<file path="src/rtl/kernel_cra_responder.sv">
// rtl/kernel_cra_responder.sv - Avalon-MM CRA responder with kernel invocation sequencer
//
// Purpose:
//   Decodes single-beat 64-bit CRA reads and writes into a small register file.
//   Sequences one kernel invocation through IDLE/RUNNING/DONE.
//   Raises the kernel interrupt when the run completes.
//
// Ports:
//   kernel_clk_clk           sole clock (rising edge)
//   kernel_reset_reset_n     synchronous active-low reset
//   opencl_freeze            holds off all CRA transfers while high
//   kernel_cra_*             Avalon-MM responder (address[5:3] selects the word)
//   kernel_irq_irq           registered DONE & IRQ_EN
//   kernel_start             one-cycle start pulse to the datapath
//   kernel_item_done         one pulse per completed work item
module kernel_cra_responder #(
  parameter logic [63:0] ID_VALUE   = 64'h4F43_4C5F_4352_4131,
  parameter int          WORK_WIDTH = 32
) (
  input  logic        kernel_clk_clk,
  input  logic        kernel_reset_reset_n,
  input  logic        opencl_freeze,
  input  logic [29:0] kernel_cra_address,
  input  logic        kernel_cra_read,
  input  logic        kernel_cra_write,
  input  logic [63:0] kernel_cra_writedata,
  input  logic [7:0]  kernel_cra_byteenable,
  input  logic        kernel_cra_burstcount,
  input  logic        kernel_cra_debugaccess,
  output logic        kernel_cra_waitrequest,
  output logic [63:0] kernel_cra_readdata,
  output logic        kernel_cra_readdatavalid,
  output logic        kernel_irq_irq,
  output logic        kernel_start,
  input  logic        kernel_item_done
);

  typedef enum logic [1:0] {
    ST_IDLE    = 2'd0,
    ST_RUNNING = 2'd1,
    ST_DONE    = 2'd2
  } state_t;

  state_t state_q, state_d;

  logic                  waitreq_q, waitreq_d;
  logic                  irq_en_q, irq_en_d;
  logic                  done_q, done_d;
  logic [WORK_WIDTH-1:0] work_size_q, work_size_d;
  logic [63:0]           cycle_count_q, cycle_count_d;
  logic [WORK_WIDTH-1:0] completed_q, completed_d;
  logic [63:0]           arg0_q, arg0_d;
  logic [63:0]           arg1_q, arg1_d;
  logic                  kernel_start_q, kernel_start_d;
  logic                  irq_q, irq_d;
  logic                  rd_vld_s1_q, rd_vld_s1_d;
  logic [63:0]           rd_data_s1_q, rd_data_s1_d;
  logic                  rd_vld_q, rd_vld_d;
  logic [63:0]           rd_data_q, rd_data_d;

  logic                  acc_wr;
  logic                  acc_rd;
  logic                  addr_ok;
  logic [2:0]            word;
  logic                  ctrl_b0;
  logic                  start_req;
  logic                  soft_rst;
  logic                  w1c_done;
  logic [WORK_WIDTH-1:0] completed_inc;
  logic [63:0]           rd_mux;

  // Sideband inputs with no function in this responder.
  logic unused_inputs;
  assign unused_inputs = &{1'b0, kernel_cra_burstcount, kernel_cra_debugaccess,
                           kernel_cra_address[2:0]};

  function automatic logic [63:0] be_merge(input logic [63:0] old_v,
                                           input logic [63:0] new_v,
                                           input logic [7:0]  be);
    logic [63:0] r;
    r = old_v;
    for (int i = 0; i < 8; i++) begin
      if (be[i]) r[i*8 +: 8] = new_v[i*8 +: 8];
    end
    return r;
  endfunction

  // Transfer decode. A simultaneous read and write performs only the write.
  always_comb begin
    acc_wr        = kernel_cra_write & ~waitreq_q;
    acc_rd        = kernel_cra_read & ~kernel_cra_write & ~waitreq_q;
    addr_ok       = (kernel_cra_address[29:6] == 24'd0);
    word          = kernel_cra_address[5:3];
    ctrl_b0       = acc_wr & addr_ok & (word == 3'd0) & kernel_cra_byteenable[0];
    start_req     = ctrl_b0 & kernel_cra_writedata[0];
    soft_rst      = ctrl_b0 & kernel_cra_writedata[2];
    w1c_done      = acc_wr & addr_ok & (word == 3'd1) & kernel_cra_byteenable[0]
                    & kernel_cra_writedata[1];
    completed_inc = completed_q + 1'b1;
  end

  // FSM: state register
  always_ff @(posedge kernel_clk_clk) begin
    if (!kernel_reset_reset_n) state_q <= ST_IDLE;
    else                       state_q <= state_d;
  end

  // FSM: next state. SOFT_RST overrides every other event.
  always_comb begin
    state_d = state_q;
    if (soft_rst) begin
      state_d = ST_IDLE;
    end else begin
      case (state_q)
        ST_IDLE: begin
          if (start_req) state_d = (work_size_q == '0) ? ST_DONE : ST_RUNNING;
        end
        ST_RUNNING: begin
          // >= guards against WORK_SIZE being lowered mid-run.
          if (kernel_item_done && (completed_inc >= work_size_q)) state_d = ST_DONE;
        end
        ST_DONE:  state_d = ST_IDLE;
        default:  state_d = ST_IDLE;
      endcase
    end
  end

  // FSM outputs and register file next values
  always_comb begin
    waitreq_d      = opencl_freeze;
    kernel_start_d = (state_q == ST_IDLE) && (state_d == ST_RUNNING);
    irq_d          = done_q & irq_en_q;

    irq_en_d = irq_en_q;
    if (ctrl_b0) irq_en_d = kernel_cra_writedata[1];

    // Setting DONE on entry wins over a same-cycle W1C; SOFT_RST wins over both.
    done_d = done_q;
    if (w1c_done) done_d = 1'b0;
    if ((state_q != ST_DONE) && (state_d == ST_DONE)) done_d = 1'b1;
    if (soft_rst) done_d = 1'b0;

    completed_d   = completed_q;
    cycle_count_d = cycle_count_q;
    if (soft_rst || ((state_q == ST_IDLE) && start_req)) begin
      completed_d   = '0;
      cycle_count_d = '0;
    end else if (state_q == ST_RUNNING) begin
      if (kernel_item_done) completed_d = completed_inc;
      if (cycle_count_q != '1) cycle_count_d = cycle_count_q + 64'd1;
    end

    work_size_d = work_size_q;
    arg0_d      = arg0_q;
    arg1_d      = arg1_q;
    if (acc_wr && addr_ok) begin
      case (word)
        3'd2: begin
          for (int i = 0; i < WORK_WIDTH; i++) begin
            if (kernel_cra_byteenable[i/8]) work_size_d[i] = kernel_cra_writedata[i];
          end
        end
        3'd5:    arg0_d = be_merge(arg0_q, kernel_cra_writedata, kernel_cra_byteenable);
        3'd6:    arg1_d = be_merge(arg1_q, kernel_cra_writedata, kernel_cra_byteenable);
        default: ;
      endcase
    end

    // Two-stage read pipeline: capture at acceptance, present one cycle later.
    rd_vld_s1_d  = acc_rd;
    rd_data_s1_d = acc_rd ? rd_mux : rd_data_s1_q;
    rd_vld_d     = rd_vld_s1_q;
    rd_data_d    = rd_vld_s1_q ? rd_data_s1_q : rd_data_q;
  end

  // Read data mux over current register values
  always_comb begin
    rd_mux = '0;
    if (addr_ok) begin
      case (word)
        3'd0: rd_mux = {62'd0, irq_en_q, 1'b0};
        3'd1: rd_mux = {62'd0, done_q, (state_q == ST_RUNNING)};
        3'd2: rd_mux = 64'(work_size_q);
        3'd3: rd_mux = cycle_count_q;
        3'd4: rd_mux = 64'(completed_q);
        3'd5: rd_mux = arg0_q;
        3'd6: rd_mux = arg1_q;
        3'd7: rd_mux = ID_VALUE;
        default: rd_mux = '0;
      endcase
    end
  end

  always_ff @(posedge kernel_clk_clk) begin
    if (!kernel_reset_reset_n) begin
      waitreq_q      <= 1'b1;
      irq_en_q       <= 1'b0;
      done_q         <= 1'b0;
      work_size_q    <= '0;
      cycle_count_q  <= '0;
      completed_q    <= '0;
      arg0_q         <= '0;
      arg1_q         <= '0;
      kernel_start_q <= 1'b0;
      irq_q          <= 1'b0;
      rd_vld_s1_q    <= 1'b0;
      rd_data_s1_q   <= '0;
      rd_vld_q       <= 1'b0;
      rd_data_q      <= '0;
    end else begin
      waitreq_q      <= waitreq_d;
      irq_en_q       <= irq_en_d;
      done_q         <= done_d;
      work_size_q    <= work_size_d;
      cycle_count_q  <= cycle_count_d;
      completed_q    <= completed_d;
      arg0_q         <= arg0_d;
      arg1_q         <= arg1_d;
      kernel_start_q <= kernel_start_d;
      irq_q          <= irq_d;
      rd_vld_s1_q    <= rd_vld_s1_d;
      rd_data_s1_q   <= rd_data_s1_d;
      rd_vld_q       <= rd_vld_d;
      rd_data_q      <= rd_data_d;
    end
  end

  assign kernel_cra_waitrequest   = waitreq_q;
  assign kernel_cra_readdata      = rd_data_q;
  assign kernel_cra_readdatavalid = rd_vld_q;
  assign kernel_irq_irq           = irq_q;
  assign kernel_start             = kernel_start_q;

endmodule

</file>
<file path="config.mk">
export PLATFORM = sky130hd
export DESIGN_NAME = kernel_cra_responder
export DESIGN_NICKNAME = d
export VERILOG_FILES = /design/src/rtl/kernel_cra_responder.sv
export SDC_FILE = /design/constraint.sdc
export NUM_CORES = 1
export LEC_CHECK = 0
export ABC_AREA = 1
export ABC_CLOCK_PERIOD_IN_PS = 2800
export CORE_ASPECT_RATIO = 0.7
export CORE_UTILIZATION = 44
export DETAILED_ROUTE_END_ITERATION = 12
export PLACE_DENSITY = 0.66
export RECOVER_POWER = 25
export SYNTH_ARGS = -nofsm -noshare
export SYNTH_HDL_FRONTEND = slang
export SYNTH_SLANG_ARGS = --single-unit
</file>
<file path="constraint.sdc">
create_clock -name kernel_clk_clk -period 2.8 [get_ports kernel_clk_clk]
set_input_delay 0.28 -clock kernel_clk_clk [delete_from_list [all_inputs] [get_ports kernel_clk_clk]]
set_output_delay 0.28 -clock kernel_clk_clk [all_outputs]
set_load 0.05 [all_outputs]
</file>
==> flow_metrics.tcl, run 1 <==
set metrics [dict create \
    antenna_found_initial 1 \
    synth_cells 2739 \
    power_frac_comb_pct 5.2 \
    ctsHtreeMaxLevel 2 \
    syn_area_sq_um 18970 \
    grt_pass1_wl_microns 106400 \
    violations "max-slew violations" \
    worstSetupStartpointType "register" \
    fin_skew_ps 29.28 \
    status "finished with violations" \
    die-width_microns 250.2 \
    fp-row-count 63 \
    detail_route.wl_per_cell_microns 20.02 \
    regArea_sq_um 7898 \
    cts_buffer_depth 3 \
    drtPass1Iterations 7 \
    p_int_w 0.009100 \
    drive_above_1_share_pct 9.026 \
    multiInputGateArea_sq_um 9869 \
    clk_pin_slew_ps 60 \
    fmax_mhz 365.5 \
    ys_ff_latch 393 \
    ys_types 39 \
    synth_top_area_cell "dfxtp_1" \
    routabilityCongestion 1.045 \
    min-delay-path-class "input pin to register" \
    switching_share_pct 23.64 \
    power_density_nw_per_um2 510.4 \
    p_seq_share_pct 47.1 \
    yosysWarnings 0 \
    critical_path_class "register to register" \
    fin_crit_sh_pct 97.71 \
    portBuffers 172 \
    slew-limit-headroom_pct -1.064 \
    crit_fanout 4 \
    via_count 19570 \
    core_area_sq_um 42410 \
    rsz0062_at_grt "yes" \
    syn_nets 2883 \
    avgSynthCellArea_sq_um 6.926 \
    synth_top_area_share_pct 41.47 \
    wl_microns 70270 \
    drt_iter0_markers 2098 \
    p_switching_w 0.002817 \
    dieArea_sq_um 43960 \
    cp_data_arrival_time_ps 3170 \
    nFillCells 4090 \
    grt_pass1_vias 18030 \
    syn_to_final_growth_pct 23.08 \
    finalHoldViolCount 0 \
    p_leak_nw 8.869 \
    cts_tree "done" \
    synth.area.top_cells "dfxtp_1 (41%), nor2_1 (11%), nand2_1 (11%), a21oi_1 (5.1%), o21ai_0 (4.6%)" \
    final_max_slew_viol_count 65 \
    ir_drop_uv 436.9 \
    finalSetupViolations 0 \
    cp-end-kind "register" \
    numCtsBuffers 41 \
    hpwl_microns 52120 \
    grt_overflow_total 0 \
    cts.sinks 393 \
    drv_cap 0 \
    nNetsFinal 3070 \
    insertedDiodeCount 0 \
    drcViolationCount 0 \
    viasPerCell 5.574 \
    start_util_pct 44.73 \
    die_h_microns 175.7 \
    worst_pin_slew_ps 1516 \
    pwr-share-clk_pct 47.6 \
    route.antenna.remaining_nets 0 \
    ys_seq_area_share_pct 41.47 \
    cts_root_buf "clkbuf_16" \
    fin_crit_ps 2736 \
    grt_use_total_pct 31.31 \
    whs_ps 147.3 \
    required_ps 3230 \
    grt_max_degree 98 \
    finish.utilization_pct 55.06 \
    io_pins 178 \
    clock_latency_ps 570 \
]
through the flow:
step	setup TNS [ps]	setup WS, ps	std cells	power (W)	cell area [sq um]
after floorplan	0	170.1	2739	0.006005	18970
after global placement	-487.6	-155.0	3422	0.006356	21660
after detailed placement	-433.0	-159.8	3422	0.006359	21660
after CTS	0	3.695	3501	0.01197	23160
after global routing	-531.2	-150.5	3510	0.01224	23350
final	0	63.98	3510	0.01192	23350
worst max-delay path: stages (launching register included):
cell and delay (ps):
dfxtp_2 350, buf_4 140, nand3_2 110, nor2_4 140
nand2_2 130, nor2_4 120, nand4_1 140, xor2_1 180
inv_1 70, ha_1 300, a21oi_1 160, o21ai_0 100
nand2_1 60, nand2_1 80, a21oi_2 130, nand2_2 70
nand2_1 60, nand2_1 90, nand2_2 100, a21oi_1 80
sequential cells by signal, summed over array words and instances (netlist names):
register and cells:
arg0_q 64, rd_vld_d 1, done_q 1, cycle_count_q 64
state_q 2, work_size_q 32, kernel_cra_readdatavalid 1, kernel_start 1
kernel_cra_readdata 64, kernel_cra_waitrequest 1, kernel_irq_irq 1, irq_en_q 1
completed_q 32, arg1_q 64, rd_data_s1_q 64
metal layers:
metal	wire length, microns	track usage (%)	up-vias
met5	0	0	-
met4	1469	7.336	0
met3	8618	11.17	95
met2	26070	40.32	938
met1	34110	47.97	9158
li1	-	-	9375
logic make-up after synthesis:
family | Yosys count | share of synthesized area, %
buffers and inverters | 369 | 7.664
xor gates and xnor gates | 80 | 3.693
DFF | 393 | 41.47
and+or+nand+nor | 1330 | 28.43
AOI/OAI and AO/OA | 533 | 16.50
adders and majority gates | 34 | 2.242
Yosys cell counts:
master / instances
nand3_1: 117
o211ai_1: 10
clkbuf_1: 85
inv_2: 15
and2_1: 1
a22oi_1: 8
buf_4: 7
o221ai_1: 26
nand2_2: 4
o22ai_1: 13
nand3b_1: 2
buf_6: 1
nor2_2: 4
o21a_1: 1
nand4_1: 38
inv_1: 215
nor3_1: 51
a21oi_1: 194
a31oi_1: 1
nor4_1: 2
nor3b_1: 1
o31ai_1: 1
o21ai_0: 176
nor2_4: 1
buf_2: 28
nor3_2: 7
a21o_1: 2
buf_1: 12
o2111ai_1: 25
nor2_1: 556
a211oi_1: 75
ha_1: 34
or2_2: 2
nand2_1: 544
o21ai_4: 1
clkinv_1: 6
dfxtp_1: 393
xnor2_1: 7
xor2_1: 73
layout by cell type (no fill, tap or decap), drive strengths merged:
master         netlist  final
nand4               38     38
a31oi                1      1
o21a                 1      1
nor4                 2      2
a211oi              75     75
o221ai              26     26
o2111ai             25     25
a21o                 2      2
clkinv               6     15
nand3b               2      2
bufinv               0      3
and2                 1      1
nand3              117    117
clkdlybuf4s50        0    158
nor3b                1      1
nor2               561    561
inv                230    231
o211ai              10     10
dlygate4sd3          0     13
dfxtp              393    393
o22ai               13     13
o31ai                1      1
nor3                58     58
xor2                73     73
or2                  2      2
a21oi              194    194
buf                 48    102
clkinvlp             0      2
o21ai              177    177
ha                  34     34
a22oi                8      8
nand2              548    548
xnor2                7      7
clkbuf              85     64
layout make-up:
cell class | instances | share of cell area, %
well taps | 552 | 2.958
inverters | 236 | 3.805
clock inverters | 15 | 0.7931
flip-flops and latches | 393 | 33.82
multi-input cells | 1977 | 42.27
clock buffers | 60 | 5.128
repair buffers | 277 | 11.22
what timing repair did:
action,4_1_cts,5_1_grt
pin swaps,16,33
setup buffers,4,9
hold buffers,0,0
setup endpoints to repair,4,4
resized for setup,25,50
power groups by stage:
stage / Sequential (W) / Combinational [W] / Clock, W
finish: 0.00562 / 0.000622 / 0.00568
global route: 0.00562 / 0.000650 / 0.00597
CTS: 0.00562 / 0.000615 / 0.00573
detailed placement: 0.00575 / 0.000613 / 0
global placement: 0.00575 / 0.000610 / 0
floorplan: 0.00582 / 0.000190 / 0
final timing paths:
kind                   startpoint  slack [ps]                 endpoint  cells past startpoint
max                completed_q[0]          60                   done_q                     19
min reg2reg              irq_en_q         450           kernel_irq_irq                      2
max reg2reg        completed_q[0]          60                   done_q                     19
min          kernel_reset_reset_n         150  kernel_cra_readdata[36]                      3
Note: power is estimated with default switching activity, not from simulation.
==> run 2: changes to the inputs <==
--- a/config.mk
+++ b/config.mk
@@ -10,7 +10,7 @@
 export CORE_ASPECT_RATIO = 0.7
 export CORE_UTILIZATION = 44
 export DETAILED_ROUTE_END_ITERATION = 12
-export PLACE_DENSITY = 0.66
+export DONT_BUFFER_PORTS = 1
 export RECOVER_POWER = 25
 export SYNTH_ARGS = -nofsm -noshare
 export SYNTH_HDL_FRONTEND = slang
==> run 2 against run 1 <==
The flow now finishes without violations. Maximum frequency shrank 0.69%. Total power decreased by 3.7%. Wire length grew 6.9%. Die area stayed put. Sequential power is 1% higher. Clock skew fell by 9.0 ps. Combinational power is 30% lower. Critical endpoint is now kernel_start. Highest routed layer is now met5.
==> flow_metrics.tcl, run 2 (synthesized netlist as in run 1, its figures left out) <==
set metrics [dict create \
    status "completed" \
    fin_crit_sh_pct 98.39 \
    slowest_delay_ps 360 \
    p_leak_nw 8.655 \
    p_int_w 0.008731 \
    grt_pass1_wl_microns 111400 \
    drive_above_1_share_pct 9.872 \
    critical_path_class "register to register" \
    fin_crit_ps 2755 \
    switching_share_pct 23.91 \
    place_area_sq_um 19990 \
    cts.sinks 393 \
    pwr-share-clk_pct 46.6 \
    numCtsBuffers 41 \
    cp_data_arrival_time_ps 3250 \
    slew-limit-headroom_pct 15.74 \
    dp_slack_ps -220.3 \
    critPathTopFamily "simple AND/OR/NAND/NOR gates" \
    fp-row-count 63 \
    portBuffers 0 \
    via_count 19350 \
    viasPerCell 5.619 \
    crit_fanout 3 \
    min-delay-path-class "input pin to register" \
    grt_max_degree 129 \
    cp-end-kind "register" \
    drt_iter0_markers 2135 \
    p_switching_w 0.002744 \
    syn_to_final_growth_pct 18.96 \
    nNetsFinal 3006 \
    cts_tree "done" \
    crit_slowest_cell "dfxtp_2" \
    clk_pin_slew_ps 60 \
    finalHoldViolCount 0 \
    grt_pass1_vias 17840 \
    required_ps 3290 \
    p_seq_share_pct 49.6 \
    detail_route.wl_per_cell_microns 21.82 \
    setup_slack_ps 45.04 \
    power.total_w 0.01148 \
    hpwl_microns 54910 \
    die_h_microns 175.7 \
    dieArea_sq_um 43960 \
    drcViolationCount 0 \
    power_density_nw_per_um2 508.5 \
    grt_overflow_total 0 \
    antenna_found_initial 7 \
    final_common_cell "nor2_1" \
    drtPass1Iterations 6 \
    finalSetupViolations 0 \
    ir_drop_uv 389.1 \
    fin_skew_ps 20.27 \
    rsz0062_at_grt "yes" \
    core_area_sq_um 42410 \
    cpMostUsedCell "nand2_1" \
    grt_use_total_pct 33.57 \
    io_pins 178 \
    cts_buffer_depth 3 \
    start_util_pct 44.73 \
    worst_pin_slew_ps 1264 \
    final_max_slew_viol_count 0 \
    power_frac_comb_pct 3.8 \
    ctsHtreeMaxLevel 2 \
    fmax_mhz 363.0 \
    wl_microns 75140 \
    route.antenna.remaining_nets 0 \
    final_cell_mix "nor2_1 (535), nand2_1 (534), dfxtp_1 (377), inv_1 (211), a21oi_1 (192)" \
    routabilityCongestion 0.9775 \
    cts_root_buf "clkbuf_16" \
    die-width_microns 250.2 \
    clock_latency_ps 560 \
    worstSetupStartpointType "register" \
    design_area_sq_um 22570 \
    path_buf_inv 4 \
    drv_cap 0 \
]
-- run 2: cell count changes in the layout (fill, tap and decap cells not counted), moves of 4 or more --
cell / before / now
clkdlybuf4s50_1: 158 / 0
dlygate4sd3_1: 13 / 90
buf_4: 92 / 113
buf_12: 10 / 5
diode_2: 0 / 4
xor2_1: 72 / 68
xor2_2: 1 / 5
-- run 2: final cells by class --
class	instances	area, sq um
diodes	4	10.01
clock buffers	57	1166
clock inverters	11	96.34
fillers	4239	19840
inverters	236	888.4
multi-input cells	1977	9915
flip-flops and latches	393	7893
well taps	552	690.7
repair buffers	213	1908
-- run 2: per-layer routing --
layer / vias to the layer above / track usage [%] / wire length [microns]
met5: - / 0 / 13
met4: 2 / 7.848 / 1608
met2: 823 / 43.54 / 28040
met3: 102 / 11.43 / 9086
met1: 9172 / 51.55 / 36400
li1: 9246 / - / -
-- run 2: power by group through the flow --
stage          logic [W]  registers [W]  clock network [W]
2_1_floorplan   0.000190        0.00582                  0
3_3_place_gp    0.000287        0.00582                  0
3_5_place_dp    0.000287        0.00582                  0
4_1_cts         0.000424        0.00569            0.00544
5_1_grt         0.000458        0.00569            0.00563
6_report        0.000435        0.00569            0.00535
-- run 2: worst min-delay path, cell delays in order --
cell	delay, ps
nor3_1	20
buf_4	140
a31oi_1	150
-- run 2: through the flow --
step                      utilization [%]  hold WS [ps]  TNS, ps  std cells
after floorplan                         -         386.6        0       2739
after global placement              47.13         416.5   -404.8       3265
after detailed placement            47.13         423.3   -728.4       3265
after CTS                           52.81         57.17        0       3436
after global routing                53.20         97.72   -376.0       3440
final                               53.21         82.48        0       3443
-- run 2: worst paths after layout --
path | start | endpoint | slack (ps) | depth (start not counted)
setup reg to reg | completed_q[1] | kernel_start | 50 | 25
setup / recovery | completed_q[1] | kernel_start | 50 | 25
hold / removal | kernel_cra_address[5] | irq_en_q | 80 | 3
hold reg to reg | irq_en_q | kernel_irq_irq | 460 | 2
-- run 2: what timing repair did --
item / CTS / global route
setup endpoints to repair: 4 / 4
endpoints found under the hold margin: 230 / 0
pin swaps: 14 / 26
buffers inserted: 12 / 3
gates resized for setup: 33 / 49
hold buffers: 91 / 0
